## config.mk

```make
export PLATFORM = sky130hd
export DESIGN_NAME = sram_req_arbiter_flat
export DESIGN_NICKNAME = d
export VERILOG_FILES = /design/src/rtl/sram_req_arbiter_if.sv /design/src/rtl/sram_req_arbiter.sv /design/src/flat_wrapper.sv
export SDC_FILE = /design/constraint.sdc
export NUM_CORES = 1
export LEC_CHECK = 0
export CAP_MARGIN = 0
export CORE_AREA = 2 2 106 108
export DETAILED_ROUTE_END_ITERATION = 10
export DIE_AREA = 0 0 108 110
export DONT_BUFFER_PORTS = 1
export RECOVER_POWER = 25
export SYNTH_ARGS = -nofsm -noshare
export SYNTH_HDL_FRONTEND = slang
export SYNTH_SLANG_ARGS = --single-unit
```

## constraint.sdc

```tcl
create_clock -name HCLK -period 1.7 [get_ports HCLK]
set_input_delay 0.255 -clock HCLK [delete_from_list [all_inputs] [get_ports HCLK]]
set_output_delay 0.255 -clock HCLK [all_outputs]
set_load 0.05 [all_outputs]
```

## src/rtl/sram_req_arbiter_if.sv

```systemverilog
// Requester and downstream LSRAM control signals seen by sram_req_arbiter.
// The slave modport is the arbiter. The master modport drives the requests and the SRAM responses.
interface sram_req_arbiter_if #(
   parameter int MEM_AWIDTH = 19
);
   logic                  req0;
   logic                  req1;
   logic                  write0;
   logic                  write1;
   logic [2:0]            size0;
   logic [2:0]            size1;
   logic [MEM_AWIDTH-1:0] addr0;
   logic [MEM_AWIDTH-1:0] addr1;
   logic [31:0]           wdata0;
   logic [31:0]           wdata1;
   logic                  ack0;
   logic                  ack1;
   logic [31:0]           rdata0;
   logic [31:0]           rdata1;
   logic                  ahbsram_req;
   logic                  ahbsram_write;
   logic [2:0]            ahbsram_size;
   logic [MEM_AWIDTH-1:0] ahbsram_addr;
   logic [31:0]           ahbsram_wdata;
   logic                  sramahb_ack;
   logic [31:0]           sramahb_rdata;

   modport slave (
      input  req0, req1, write0, write1, size0, size1, addr0, addr1, wdata0, wdata1,
      output ack0, ack1, rdata0, rdata1,
      output ahbsram_req, ahbsram_write, ahbsram_size, ahbsram_addr, ahbsram_wdata,
      input  sramahb_ack, sramahb_rdata
   );

   modport master (
      output req0, req1, write0, write1, size0, size1, addr0, addr1, wdata0, wdata1,
      input  ack0, ack1, rdata0, rdata1,
      input  ahbsram_req, ahbsram_write, ahbsram_size, ahbsram_addr, ahbsram_wdata,
      output sramahb_ack, sramahb_rdata
   );
endinterface

```

## src/rtl/sram_req_arbiter.sv

```systemverilog
// Two-port arbiter/sequencer in front of the LSRAM control interface. Round-robin by default.
// Defining SRAM_ARB_FIXED_PRIO_EN makes port 0 win every contention.
//
// state | meaning
// IDLE  | waiting for req0/req1; the winner's command is latched on the way out
// ISSUE | single-cycle ahbsram_req with the latched command
// WAIT  | holds the command until sramahb_ack
// RESP  | one-cycle ack (and read data) to the granted port
module sram_req_arbiter #(
   parameter int MEM_AWIDTH = 19
) (
   input  logic                HCLK,
   input  logic                aresetn,
   sram_req_arbiter_if.slave   bus,
   output logic                grant,
   output logic                arb_busy
);

   typedef enum logic [1:0] {IDLE, ISSUE, WAIT, RESP} state_t;

   state_t                state_q;
   state_t                state_d;
   logic                  grant_q;
   logic                  last_grant_q;
   logic                  win;
   logic                  any_req;
   logic                  write_q;
   logic [2:0]            size_q;
   logic [MEM_AWIDTH-1:0] addr_q;
   logic [31:0]           wdata_q;

   assign any_req = bus.req0 | bus.req1;

   always_comb begin
      win = 1'b0;
`ifdef SRAM_ARB_FIXED_PRIO_EN
      win = ~bus.req0;
`else
      if (bus.req0 && bus.req1)
         win = ~last_grant_q;
      else
         win = ~bus.req0;
`endif
   end

   always_comb begin
      state_d = state_q;
      case (state_q)
         IDLE:    if (any_req) state_d = ISSUE;
         ISSUE:   state_d = WAIT;
         WAIT:    if (bus.sramahb_ack) state_d = RESP;
         RESP:    state_d = IDLE;
         default: state_d = IDLE;
      endcase
   end

   always_ff @(posedge HCLK or negedge aresetn) begin
      if (!aresetn) begin
         state_q      <= IDLE;
         grant_q      <= 1'b0;
         last_grant_q <= 1'b1;
         write_q      <= 1'b0;
         size_q       <= 3'b000;
         addr_q       <= '0;
         wdata_q      <= 32'h0;
      end else begin
         state_q <= state_d;
         if (state_q == IDLE && any_req) begin
            grant_q <= win;
            write_q <= win ? bus.write1 : bus.write0;
            size_q  <= win ? bus.size1  : bus.size0;
            addr_q  <= win ? bus.addr1  : bus.addr0;
            wdata_q <= win ? bus.wdata1 : bus.wdata0;
         end
         if (state_q == RESP)
            last_grant_q <= grant_q;
      end
   end

   assign bus.ahbsram_req   = (state_q == ISSUE);
   assign bus.ahbsram_write = write_q;
   assign bus.ahbsram_size  = size_q;
   assign bus.ahbsram_addr  = addr_q;
   assign bus.ahbsram_wdata = wdata_q;

   // Acks and read data are decoded from the registered state, so they cannot overlap.
   assign bus.ack0   = (state_q == RESP) && !grant_q;
   assign bus.ack1   = (state_q == RESP) &&  grant_q;
   assign bus.rdata0 = (bus.ack0 && !write_q) ? bus.sramahb_rdata : 32'h0;
   assign bus.rdata1 = (bus.ack1 && !write_q) ? bus.sramahb_rdata : 32'h0;

   assign grant    = grant_q;
   assign arb_busy = (state_q != IDLE);

endmodule

```

## src/flat_wrapper.sv

```systemverilog
// flat-port wrapper written by rule: the top's interface ports become plain ports
module sram_req_arbiter_flat 
#(
   parameter int MEM_AWIDTH = 19
)
  (HCLK, aresetn, grant, arb_busy, bus_req0, bus_req1, bus_write0, bus_write1, bus_size0, bus_size1, bus_addr0, bus_addr1, bus_wdata0, bus_wdata1, bus_ack0, bus_ack1, bus_rdata0, bus_rdata1, bus_ahbsram_req, bus_ahbsram_write, bus_ahbsram_size, bus_ahbsram_addr, bus_ahbsram_wdata, bus_sramahb_ack, bus_sramahb_rdata);
  sram_req_arbiter_if #(.MEM_AWIDTH(MEM_AWIDTH)) bus_i ();
  input  logic HCLK;
  input  logic aresetn;
  output logic grant;
  output logic arb_busy;
  input wire logic [$bits(bus_i.req0)-1:0] bus_req0;
  input wire logic [$bits(bus_i.req1)-1:0] bus_req1;
  input wire logic [$bits(bus_i.write0)-1:0] bus_write0;
  input wire logic [$bits(bus_i.write1)-1:0] bus_write1;
  input wire logic [$bits(bus_i.size0)-1:0] bus_size0;
  input wire logic [$bits(bus_i.size1)-1:0] bus_size1;
  input wire logic [$bits(bus_i.addr0)-1:0] bus_addr0;
  input wire logic [$bits(bus_i.addr1)-1:0] bus_addr1;
  input wire logic [$bits(bus_i.wdata0)-1:0] bus_wdata0;
  input wire logic [$bits(bus_i.wdata1)-1:0] bus_wdata1;
  output wire logic [$bits(bus_i.ack0)-1:0] bus_ack0;
  output wire logic [$bits(bus_i.ack1)-1:0] bus_ack1;
  output wire logic [$bits(bus_i.rdata0)-1:0] bus_rdata0;
  output wire logic [$bits(bus_i.rdata1)-1:0] bus_rdata1;
  output wire logic [$bits(bus_i.ahbsram_req)-1:0] bus_ahbsram_req;
  output wire logic [$bits(bus_i.ahbsram_write)-1:0] bus_ahbsram_write;
  output wire logic [$bits(bus_i.ahbsram_size)-1:0] bus_ahbsram_size;
  output wire logic [$bits(bus_i.ahbsram_addr)-1:0] bus_ahbsram_addr;
  output wire logic [$bits(bus_i.ahbsram_wdata)-1:0] bus_ahbsram_wdata;
  input wire logic [$bits(bus_i.sramahb_ack)-1:0] bus_sramahb_ack;
  input wire logic [$bits(bus_i.sramahb_rdata)-1:0] bus_sramahb_rdata;
  assign bus_i.req0 = bus_req0;
  assign bus_i.req1 = bus_req1;
  assign bus_i.write0 = bus_write0;
  assign bus_i.write1 = bus_write1;
  assign bus_i.size0 = bus_size0;
  assign bus_i.size1 = bus_size1;
  assign bus_i.addr0 = bus_addr0;
  assign bus_i.addr1 = bus_addr1;
  assign bus_i.wdata0 = bus_wdata0;
  assign bus_i.wdata1 = bus_wdata1;
  assign bus_ack0 = bus_i.ack0;
  assign bus_ack1 = bus_i.ack1;
  assign bus_rdata0 = bus_i.rdata0;
  assign bus_rdata1 = bus_i.rdata1;
  assign bus_ahbsram_req = bus_i.ahbsram_req;
  assign bus_ahbsram_write = bus_i.ahbsram_write;
  assign bus_ahbsram_size = bus_i.ahbsram_size;
  assign bus_ahbsram_addr = bus_i.ahbsram_addr;
  assign bus_ahbsram_wdata = bus_i.ahbsram_wdata;
  assign bus_i.sramahb_ack = bus_sramahb_ack;
  assign bus_i.sramahb_rdata = bus_sramahb_rdata;
  sram_req_arbiter #(.MEM_AWIDTH(MEM_AWIDTH)) u_core (.HCLK(HCLK), .aresetn(aresetn), .bus(bus_i), .grant(grant), .arb_busy(arb_busy));
endmodule
```

==> metrics.yaml, run 1 <==
synth:
  syn_nets: 562
  synthTopCellsByArea: "dfrtp_1 43%, and2_1 12%, a31oi_1 10%"
  synth.avg_cell_area_um2: 8.32
  seq_area_frac_synth: 0.433
  synthTopCellsByCount: "64 x and2_1, 58 x dfrtp_1, 56 x nor2_1"
  synth-xor-area-share: 0
  synthAdderAreaFrac: 0.0183
  synth_top_area_frac: 0.425
  ys_ff_latch: 59
  synth-simple-area-share: 0.271
  synth_flop_cell: "dfrtp_1"
  async_reset_ff_frac: 1.00
  synth_top_family_by_area: "simple AND/OR/NAND/NOR gates"
  netlist-cell-type-count: 25
  synthMuxAreaShare: 0.00330
  ys_warn_count: 0
  syn_inst: 410
  synth_edf_count: 0
  synth_compound_area_frac: 0.193
  synth_most_common_cell: "and2_1"
  synth_area_um2: 3410
  yosys.area.top_type: "dfrtp_1"
status:
  status: "complete, but fails checks"
  violations: "negative setup slack"
route:
  avgRoutedWirePerCell_um: 22.0
  wl_mm: 13.0
  avgViaCountPerCell: 5.73
  drc: 0
  ant_nets: 0
  dr.pass1.iters: 6
  drt-initial-drc-count: 239
  vias: 3375
floorplan:
  row_count: 38
  core_um2: 10700
  die_h_um: 110
  ios: 271
  die_w_um: 108
  start_util: 0.319
  die_area_um2: 11900
clock_tree:
  clk-insertion-delay-late_ns: 0.34
  cts-buffers-inserted: 9
  cts_root_buf: "clkbuf_8"
  clk_pin_slew_ns: 0.08
  htreeDepth: 3
  tritoncts: "built"
  cts.sinks: 59
  clock_path_buffers: 2
setup_path:
  worstReg2RegEnd: "u_core.bus.ahbsram_addr[0]"
  r2r_slack_ns: -0.08
  cp-start-kind: "flop"
  endpoint: "bus_rdata0[13]"
  cp_max_fo: 10
  crit_start: "u_core.state_q[1]"
  reg2reg_depth: 11
  r2r_start: "u_core.state_q[0]"
  required_ns: 1.44
  endpoint_kind: "primary output"
  worstSetupPathType: "reg2out"
  cp.arrival_ns: 1.65
final_layout:
  drive_gt1_frac: 0.372
  fin_cells: 589
  nets: 596
  diodes: 0
  syn2layout_area_growth_pct: 41.7
timing:
  max_freq_mhz: 524
  hold_slack_ns: 0.0687
  max_slew.worst_pin.slew_ns: 0.816
  setup-violations-final: 112
  rsz0062_at_grt: "true"
  slew_headroom: 0.456
  period_share: 1.12
  finalMaxSlewViolations: 0
  period_needed_ns: 1.91
  skew_ns: 0.0111
  finalHoldViolCount: 0
  fin_ws_ns: -0.210
global_routing:
  busiest_layer: "met2"
  grt_pass1_wl_mm: 15.6
  grt_usage: 0.176
  antenna_found_initial: 0
  grt_max_degree: 60
  grt-ovfl-total: 0
  grt_use_met1: 0.195
  use_met2: 0.299
  use_met3: 0.0617
  grt_pass1_vias: 2865
power_and_ir_drop:
  p_int_mw: 4.91
  combPwrFrac: 0.451
  power.density_nw_per_um2: 2270
  power.leakage_nw: 1.94
  clockPowerShare: 0.103
  swShare: 0.552
  vdd_drop_max_mv: 0.877
  power_mw: 11.0
  switchingPower_mw: 6.06
  seqPwrFrac: 0.447
place:
  port_buffers: 0
  post-place-ws_ns: 0.0701
  gp_congestion: 0.775
  dpl.hpwl_mm: 8.49
  dp.cells: 545
job:
  drv_cap: 0
hold_path:
  hp-class: "in2reg"
-- cell families after synthesis --
| logic type | Yosys count |
|---|---|
| flip-flops | 59 |
| adder cells (fa/ha/maj) | 5 |
| AND/OR/NAND/NOR | 181 |
| AO/OA/AOI/OAI | 115 |
| multiplexers | 1 |
| buffers and inverters | 49 |
-- flip-flops by register name, indices dropped and copies added (netlist names) --
register,count
u_core.bus.ahbsram_size,3
u_core.grant,1
u_core.last_grant_q,1
u_core.bus.ahbsram_addr,19
u_core.bus.ahbsram_write,1
u_core.bus.ahbsram_wdata,32
u_core.state_q,2
-- placed cells by master, fill, tap and decap left out, types with 7 or more instances in the layout --
master / n
clkbuf_8: 10
clkbuf_16: 10
nor2_1: 55
o21ai_1: 40
buf_6: 7
buf_12: 27
dfrtp_1: 57
o21ai_0: 16
and2_4: 62
a31oi_1: 50
buf_4: 15
nand3_1: 55
-- worst min path at each step --
stage | from | end | slack (ns) | cells past startpoint
floorplan | aresetn | u_core.bus.ahbsram_addr[0] | -0.04 | 0
detailed placement | aresetn | u_core.bus.ahbsram_wdata[25] | -0.04 | 0
finish | bus_wdata0[22] | u_core.bus.ahbsram_wdata[22] | 0.07 | 2
CTS | bus_addr0[3] | u_core.bus.ahbsram_addr[3] | 0.05 | 2
global route | bus_wdata0[8] | u_core.bus.ahbsram_wdata[8] | 0.05 | 2
global placement | aresetn | u_core.bus.ahbsram_wdata[22] | -0.04 | 0
-- routing by layer --
| metal | routed length [um] | part of all wire |
|---|---|---|
| met1 | 4800 | 0.37 |
| met2 | 6520 | 0.50 |
| met3 | 1230 | 0.095 |
| met4 | 420 | 0.032 |
| met5 | 0 | 0 |
-- per-stage QoR --
stage          TNS (ns)  instance area, um2   util
2_1_floorplan     -2.18                3540      -
3_3_place_gp          0                4050  0.378
3_5_place_dp          0                4050  0.378
4_1_cts          -12.00                4330  0.404
5_1_grt          -18.66                4830  0.452
6_report         -12.02                4830  0.452
-- area by class of cell --
| type | count | area [um2] |
|---|---|---|
| Sequential cell | 59 | 1480 |
| Tap cell | 140 | 175 |
| Inverter | 7 | 28.8 |
| Multi-Input combinational cell | 302 | 1920 |
| Fill cell | 1018 | 5860 |
| Clock buffer | 11 | 141 |
| Clock inverter | 5 | 28.8 |
| Timing Repair Buffer | 65 | 1060 |
-- power groups by stage --
stage / logic (mW) / clock network, mW / registers (mW)
after floorplan: 2.67 / 0 / 4.86
after CTS: 3.79 / 1.17 / 4.88
after detailed placement: 3.65 / 0 / 4.90
after global routing: 5.25 / 1.25 / 4.97
final: 4.94 / 1.13 / 4.90
after global placement: 3.54 / 0 / 4.91
-- critical path: stages, from the launching register on --
cell,delay [ns]
dfrtp_1,0.39
ha_4,0.16
nor2b_4,0.14
and2b_4,0.22
clkbuf_16,0.17
and2_4,0.23
-- timing repair --
| item | CTS | global route |
|---|---|---|
| gates cloned | 0 | 14 |
| endpoints found under the setup margin | 65 | 95 |
| gates resized for setup | 25 | 40 |
| pin swaps | 19 | 8 |
| buffers inserted | 3 | 9 |
| hold buffers | 2 | 0 |
| hold endpoints to repair | 59 | 0 |
Note: power is estimated with default switching activity, not from simulation.
==> run 2, diff against run 1 <==
Settings changed: CTS_BUF_LIST set to sky130_fd_sc_hd__clkbuf_16.
==> metrics.yaml, run 2 (synthesized netlist as in run 1, its figures left out) <==
status:
  violations: "negative setup slack"
  status: "complete, but fails checks"
hold_path:
  hold_start: "bus_wdata0[22]"
  hold_path_end: "u_core.bus.ahbsram_wdata[22]"
  hp-class: "in2reg"
  holdPathStages: 2  # unchanged
global_routing:
  grt_max_degree: 60  # unchanged
  grt_usage: 0.177  # +0.000878
  grt_pass1_wl_mm: 15.6  # about the same
  grt_pass1_vias: 2857  # -0.28%
  antenna_found_initial: 0  # unchanged
  grt-ovfl-total: 0  # unchanged
power_and_ir_drop:
  vdd_drop_max_mv: 0.877  # about the same
  power.density_nw_per_um2: 2310  # +1.9%
  power.leakage_nw: 1.80  # -7.4%
  power_mw: 10.4  # -5.2%
final_layout:
  fin_cells: 567  # -3.7%
  final_common_cell: "and2_4"
  num-fill-cells: 1059  # +4.0%
  drive_gt1_frac: 0.326  # -0.0464
  fin_util: 0.420  # -0.0315
  final_area_um2: 4500  # -7.0%
  multi_input_area_um2: 1880  # -2.1%
  nets: 574  # -3.7%
  diodes: 0  # unchanged
  ff_latch_area_um2: 1480  # unchanged
  final_cell_mix: "62 x and2_4, 57 x dfrtp_1, 55 x nand3_1, 55 x nor2_1, 55 x a31oi_1"
  largest_register_ffs: 32  # unchanged
  syn2layout_area_growth_pct: 31.8
place:
  dp.cells: 545  # unchanged
  placed_cell_area_um2: 4050  # unchanged
  gp_congestion: 0.775  # unchanged
  dpl.hpwl_mm: 8.49  # unchanged
  port_buffers: 0  # unchanged
clock_tree:
  clock_path_buffers: 2  # unchanged
  cts.sinks: 59  # unchanged
  cts-buffers-inserted: 9  # unchanged
  cts_root_buf: "clkbuf_16"
  clk-insertion-delay-late_ns: 0.32  # -0.02 ns
  tritoncts: "built"
  clk_pin_slew_ns: 0.06  # -0.02 ns
  htreeDepth: 3  # unchanged
floorplan:
  die_w_um: 108  # unchanged
  die_h_um: 110  # unchanged
  start_util: 0.319  # unchanged
  die_area_um2: 11900  # unchanged
  row_count: 38  # unchanged
  ios: 271  # unchanged
  core_um2: 10700  # unchanged
setup_path:
  cp.arrival_ns: 1.64  # about the same
  endpoint_kind: "primary output"
  worstSetupPathType: "reg2out"
  r2r_start: "u_core.state_q[0]"
  worstReg2RegEnd: "u_core.bus.ahbsram_addr[13]"
  cp-start-kind: "flop"
  cp_max_fo: 10  # unchanged
  reg2reg_depth: 8  # -3
  r2r_slack_ns: 0.09  # +0.17 ns
  required_ns: 1.44  # about the same
route:
  dr.pass1.iters: 4  # -2
  drt-initial-drc-count: 188  # -21%
  avgViaCountPerCell: 5.59  # -2.5%
  ant_nets: 0  # unchanged
  drc: 0  # unchanged
  wl_mm: 11.4  # -12%
  vias: 3167  # -6.2%
  avgRoutedWirePerCell_um: 20.2  # -8.4%
timing:
  setup-violations-final: 64  # -43%
  hold_slack_ns: 0.0859  # +0.0172 ns
  fin_ws_ns: -0.194  # +0.0162 ns
  max_freq_mhz: 528  # +0.85%
  finalHoldViolCount: 0  # unchanged
  period_share: 1.11  # -0.00951
  period_needed_ns: 1.89  # -0.0162 ns
  rsz0062_at_grt: "true"
  finalMaxSlewViolations: 0  # unchanged
  max_slew.worst_pin.slew_ns: 0.803  # -0.0127 ns
  slew_headroom: 0.465  # +0.00849
  skew_ns: 0.00835  # -0.00271 ns
job:
  drv_cap: 0  # unchanged
## run 2: stage by stage
stage / setup slack (ns) / TNS [ns]
after floorplan: -0.0726 / -2.18
after global placement: 0.119 / 0
after detailed placement: 0.0701 / 0
after CTS: -0.211 / -10.66
after global routing: -0.259 / -13.32
final: -0.194 / -9.00
## run 2: final cells by class
| cell class | instances | area share |
|---|---|---|
| multi-input combinational | 302 | 0.418 |
| clock buffer | 9 | 0.0501 |
| inverter | 7 | 0.00640 |
| sequential | 59 | 0.329 |
| tap | 140 | 0.0390 |
| timing repair buffer | 43 | 0.149 |
| clock inverter | 7 | 0.00807 |
## run 2: routing by layer
metal,track usage,share of wire,up-vias
met2,0.299,0.50,203
met3,0.0564,0.097,17
li1,-,-,1455
met4,0.0998,0.036,0
met5,0,0,-
met1,0.197,0.37,1492
## run 2: worst max path at each step
| stage | start | slack, ns | end | depth (start not counted) |
|---|---|---|---|---|
| global placement | u_core.state_q[0] | 0.12 | bus_rdata0[5] | 5 |
| global route | u_core.state_q[1] | -0.26 | bus_rdata0[18] | 5 |
| finish | u_core.state_q[1] | -0.19 | bus_rdata0[13] | 5 |
| detailed placement | u_core.state_q[0] | 0.07 | bus_rdata0[5] | 5 |
| CTS | u_core.state_q[0] | -0.21 | bus_rdata0[23] | 5 |
| floorplan | u_core.state_q[0] | -0.07 | bus_rdata0[10] | 5 |
## run 2: critical path: stages (launching register included)
cell       delay (ns)
dfrtp_1          0.39
ha_4             0.16
nor2b_4          0.14
and2b_4          0.22
clkbuf_16        0.17
and2_4           0.23
## run 2: timing repair
item	in CTS	in global routing
hold endpoints to repair	59	0
setup endpoints to repair	64	66
pin swaps	19	8
hold buffers	2	0
resized for setup	25	26
cloned	0	2
buffers inserted	2	0
## run 2: power breakdown
group | switching [mW] | internal (mW)
sequential | 2.80 | 2.10
clock | 0.618 | 0.964
combinational | 2.35 | 1.56
total | 5.77 | 4.62
==> run 3, diff against run 2 <==
Settings changed: ABC_CLOCK_PERIOD_IN_PS set to 1700, CELL_PAD_IN_SITES_DETAIL_PLACEMENT set to 1, CELL_PAD_IN_SITES_GLOBAL_PLACEMENT set to 1, CORE_AREA 2 2 106 108 to 2 2 105 107, DIE_AREA 0 0 108 110 to 0 0 107 109, HOLD_SLACK_MARGIN set to 0.1, PLACE_DENSITY_LB_ADDON set to 0.1.
==> metrics.yaml, run 3 (synthesized netlist as in run 1, its figures left out) <==
final_layout:
  final_common_cell: "and2_4"
  fin_util: 0.465  # +0.0445
  final_cell_mix: "62 x and2_4, 57 x dfrtp_1, 55 x nand3_1, 55 x a31oi_1"
  drive_gt1_frac: 0.280  # -0.0453
  num-fill-cells: 1185  # +12%
  largest_register_ffs: 32  # unchanged
  diodes: 0  # unchanged
  nets: 618  # +7.7%
  syn2layout_area_growth_pct: 44.4
timing:
  slew_headroom: 0.432  # -0.0325
  period_share: 1.12  # +0.00596
  rsz0062_at_grt: "true"
  max_slew.worst_pin.slew_ns: 0.852  # +0.0487 ns
  finalMaxSlewViolations: 0  # unchanged
  max_freq_mhz: 525  # -0.53%
  finalHoldViolCount: 0  # unchanged
  hold_slack_ns: 0.105  # +0.0193 ns
  setup_tns_ns: -9.98  # -0.978 ns
  setup-violations-final: 64  # unchanged
  period_needed_ns: 1.90  # +0.0101 ns
  skew_ns: 0.00803  # -0.000327 ns
  fin_ws_ns: -0.204  # -0.0101 ns
route:
  ant_nets: 0  # unchanged
  vias: 3355  # +5.9%
  avgViaCountPerCell: 5.49  # -1.7%
  wl_mm: 13.2  # +15%
  drt-initial-drc-count: 181  # -3.7%
  dr.pass1.iters: 4  # unchanged
  avgRoutedWirePerCell_um: 21.6  # +6.9%
  drc: 0  # unchanged
setup_path:
  crit_buf_inv: 1  # unchanged
  cp_cell_sequence: "ha_4, nor2b_4, and2b_2, buf_12, and2_4"
  crit_slowest_cell: "dfrtp_1"
  cp-start-kind: "flop"
  cp_max_fo: 20  # +10
  cp_top_family: "simple AND/OR/NAND/NOR gates"
  cp.arrival_ns: 1.65  # about the same
  endpoint_kind: "primary output"
  required_ns: 1.44  # about the same
  worstSetupPathType: "reg2out"
  cp_slowest_stage_delay_ns: 0.41  # +0.02 ns
clock_tree:
  htreeDepth: 3  # unchanged
  cts-buffers-inserted: 9  # unchanged
  clock_path_buffers: 2  # unchanged
  tritoncts: "built"
  cts.sinks: 59  # unchanged
  clk_pin_slew_ns: 0.05  # about the same
  clk-insertion-delay-late_ns: 0.32  # about the same
  cts_root_buf: "clkbuf_16"
floorplan:
  core_um2: 10600  # -0.89%
  row_count: 38  # unchanged
  die_area_um2: 11700  # -1.8%
  ios: 271  # unchanged
  die_w_um: 107  # -0.93%
  start_util: 0.322  # +0.00286
  die_h_um: 109  # -0.91%
global_routing:
  grt_max_degree: 60  # unchanged
  grt-ovfl-total: 0  # unchanged
  antenna_found_initial: 0  # unchanged
  grt_pass1_wl_mm: 18.9  # +21%
  grt_usage: 0.207  # +0.0302
  grt_pass1_vias: 3507  # +23%
place:
  dpl.hpwl_mm: 8.02  # -5.5%
  post-place-ws_ns: 0.0386  # -0.0315 ns
  gp_congestion: 0.754  # -2.7%
  port_buffers: 0  # unchanged
power_and_ir_drop:
  power.leakage_nw: 1.98  # +10%
  power.density_nw_per_um2: 2200  # -4.9%
  vdd_drop_max_mv: 0.800  # -8.8%
status:
  violations: "negative setup slack"
  status: "complete, but fails checks"
hold_path:
  hp-class: "in2reg"
job:
  drv_cap: 0  # unchanged
-- run 3: cell count changes in the layout (fill, tap and decap cells not counted), moves of 2 or more --
cell           before  now
buf_4              12    7
nor2_2              0    3
buf_6               3    7
dlygate4sd3_1       1   52
buf_12             24   15
nor2_1             55   52
clkbuf_16          11   13
-- run 3: worst paths after layout --
check | startpoint | to | slack [ns] | cells after the start
worst max-delay path | u_core.state_q[0] | bus_rdata0[27] | -0.20 | 5
worst min-delay path | bus_wdata1[22] | u_core.bus.ahbsram_wdata[22] | 0.11 | 2
worst max register to register | u_core.state_q[1] | u_core.bus.ahbsram_addr[6] | 0.01 | 8
worst min register to register | u_core.last_grant_q | u_core.last_grant_q | 0.49 | 2
max in group asynchronous | aresetn | u_core.grant | 0.49 | 2
min in group asynchronous | aresetn | u_core.bus.ahbsram_addr[2] | 0.60 | 2
-- run 3: worst reg2reg max path, cell delays in order, from the launching register on --
cell and delay (ns):
dfrtp_1 0.41, buf_4 0.15, buf_4 0.14, inv_4 0.07
ha_4 0.14, o21a_4 0.24, buf_12 0.21, nor2_1 0.07
a31oi_1 0.18
-- run 3: stage by stage --
step	instances	power [mW]	instance area, um2
after global placement	531	8.30	3830
after CTS	604	10.5	4750
after floorplan	410	7.53	3540
after global routing	611	11.4	4930
final	611	10.8	4930
after detailed placement	531	8.39	3830
-- run 3: layer usage --
layer,GRT usage,vias to the layer above,part of all wire
li1,-,1543,-
met1,0.254,1656,0.42
met2,0.359,150,0.50
met3,0.0640,6,0.074
met4,0.0436,0,0.0061
met5,0,-,0
-- run 3: repair_timing --
action / in CTS / in global routing
setup buffers: 2 / 2
endpoints found under the setup margin: 64 / 73
resized for setup: 36 / 22
pin swaps: 27 / 14
hold buffers: 53 / 0
endpoints found under the hold margin: 100 / 0
cloned: 2 / 5
-- run 3: cell type report --
type,instances,area (um2),area share
multi-input combinational,302,1890,0.383
sequential,59,1480,0.300
timing repair buffer,87,1070,0.218
clock buffer,9,225,0.0457
tap,140,175,0.0355
clock inverter,7,60.1,0.0122
inverter,7,28.8,0.00584
-- run 3: power by group --
part | switching, mW | internal [mW] | total, mW
Combinational | 2.43 | 1.68 | 4.11
Clock | 0.638 | 1.11 | 1.75
Sequential | 2.89 | 2.10 | 4.98
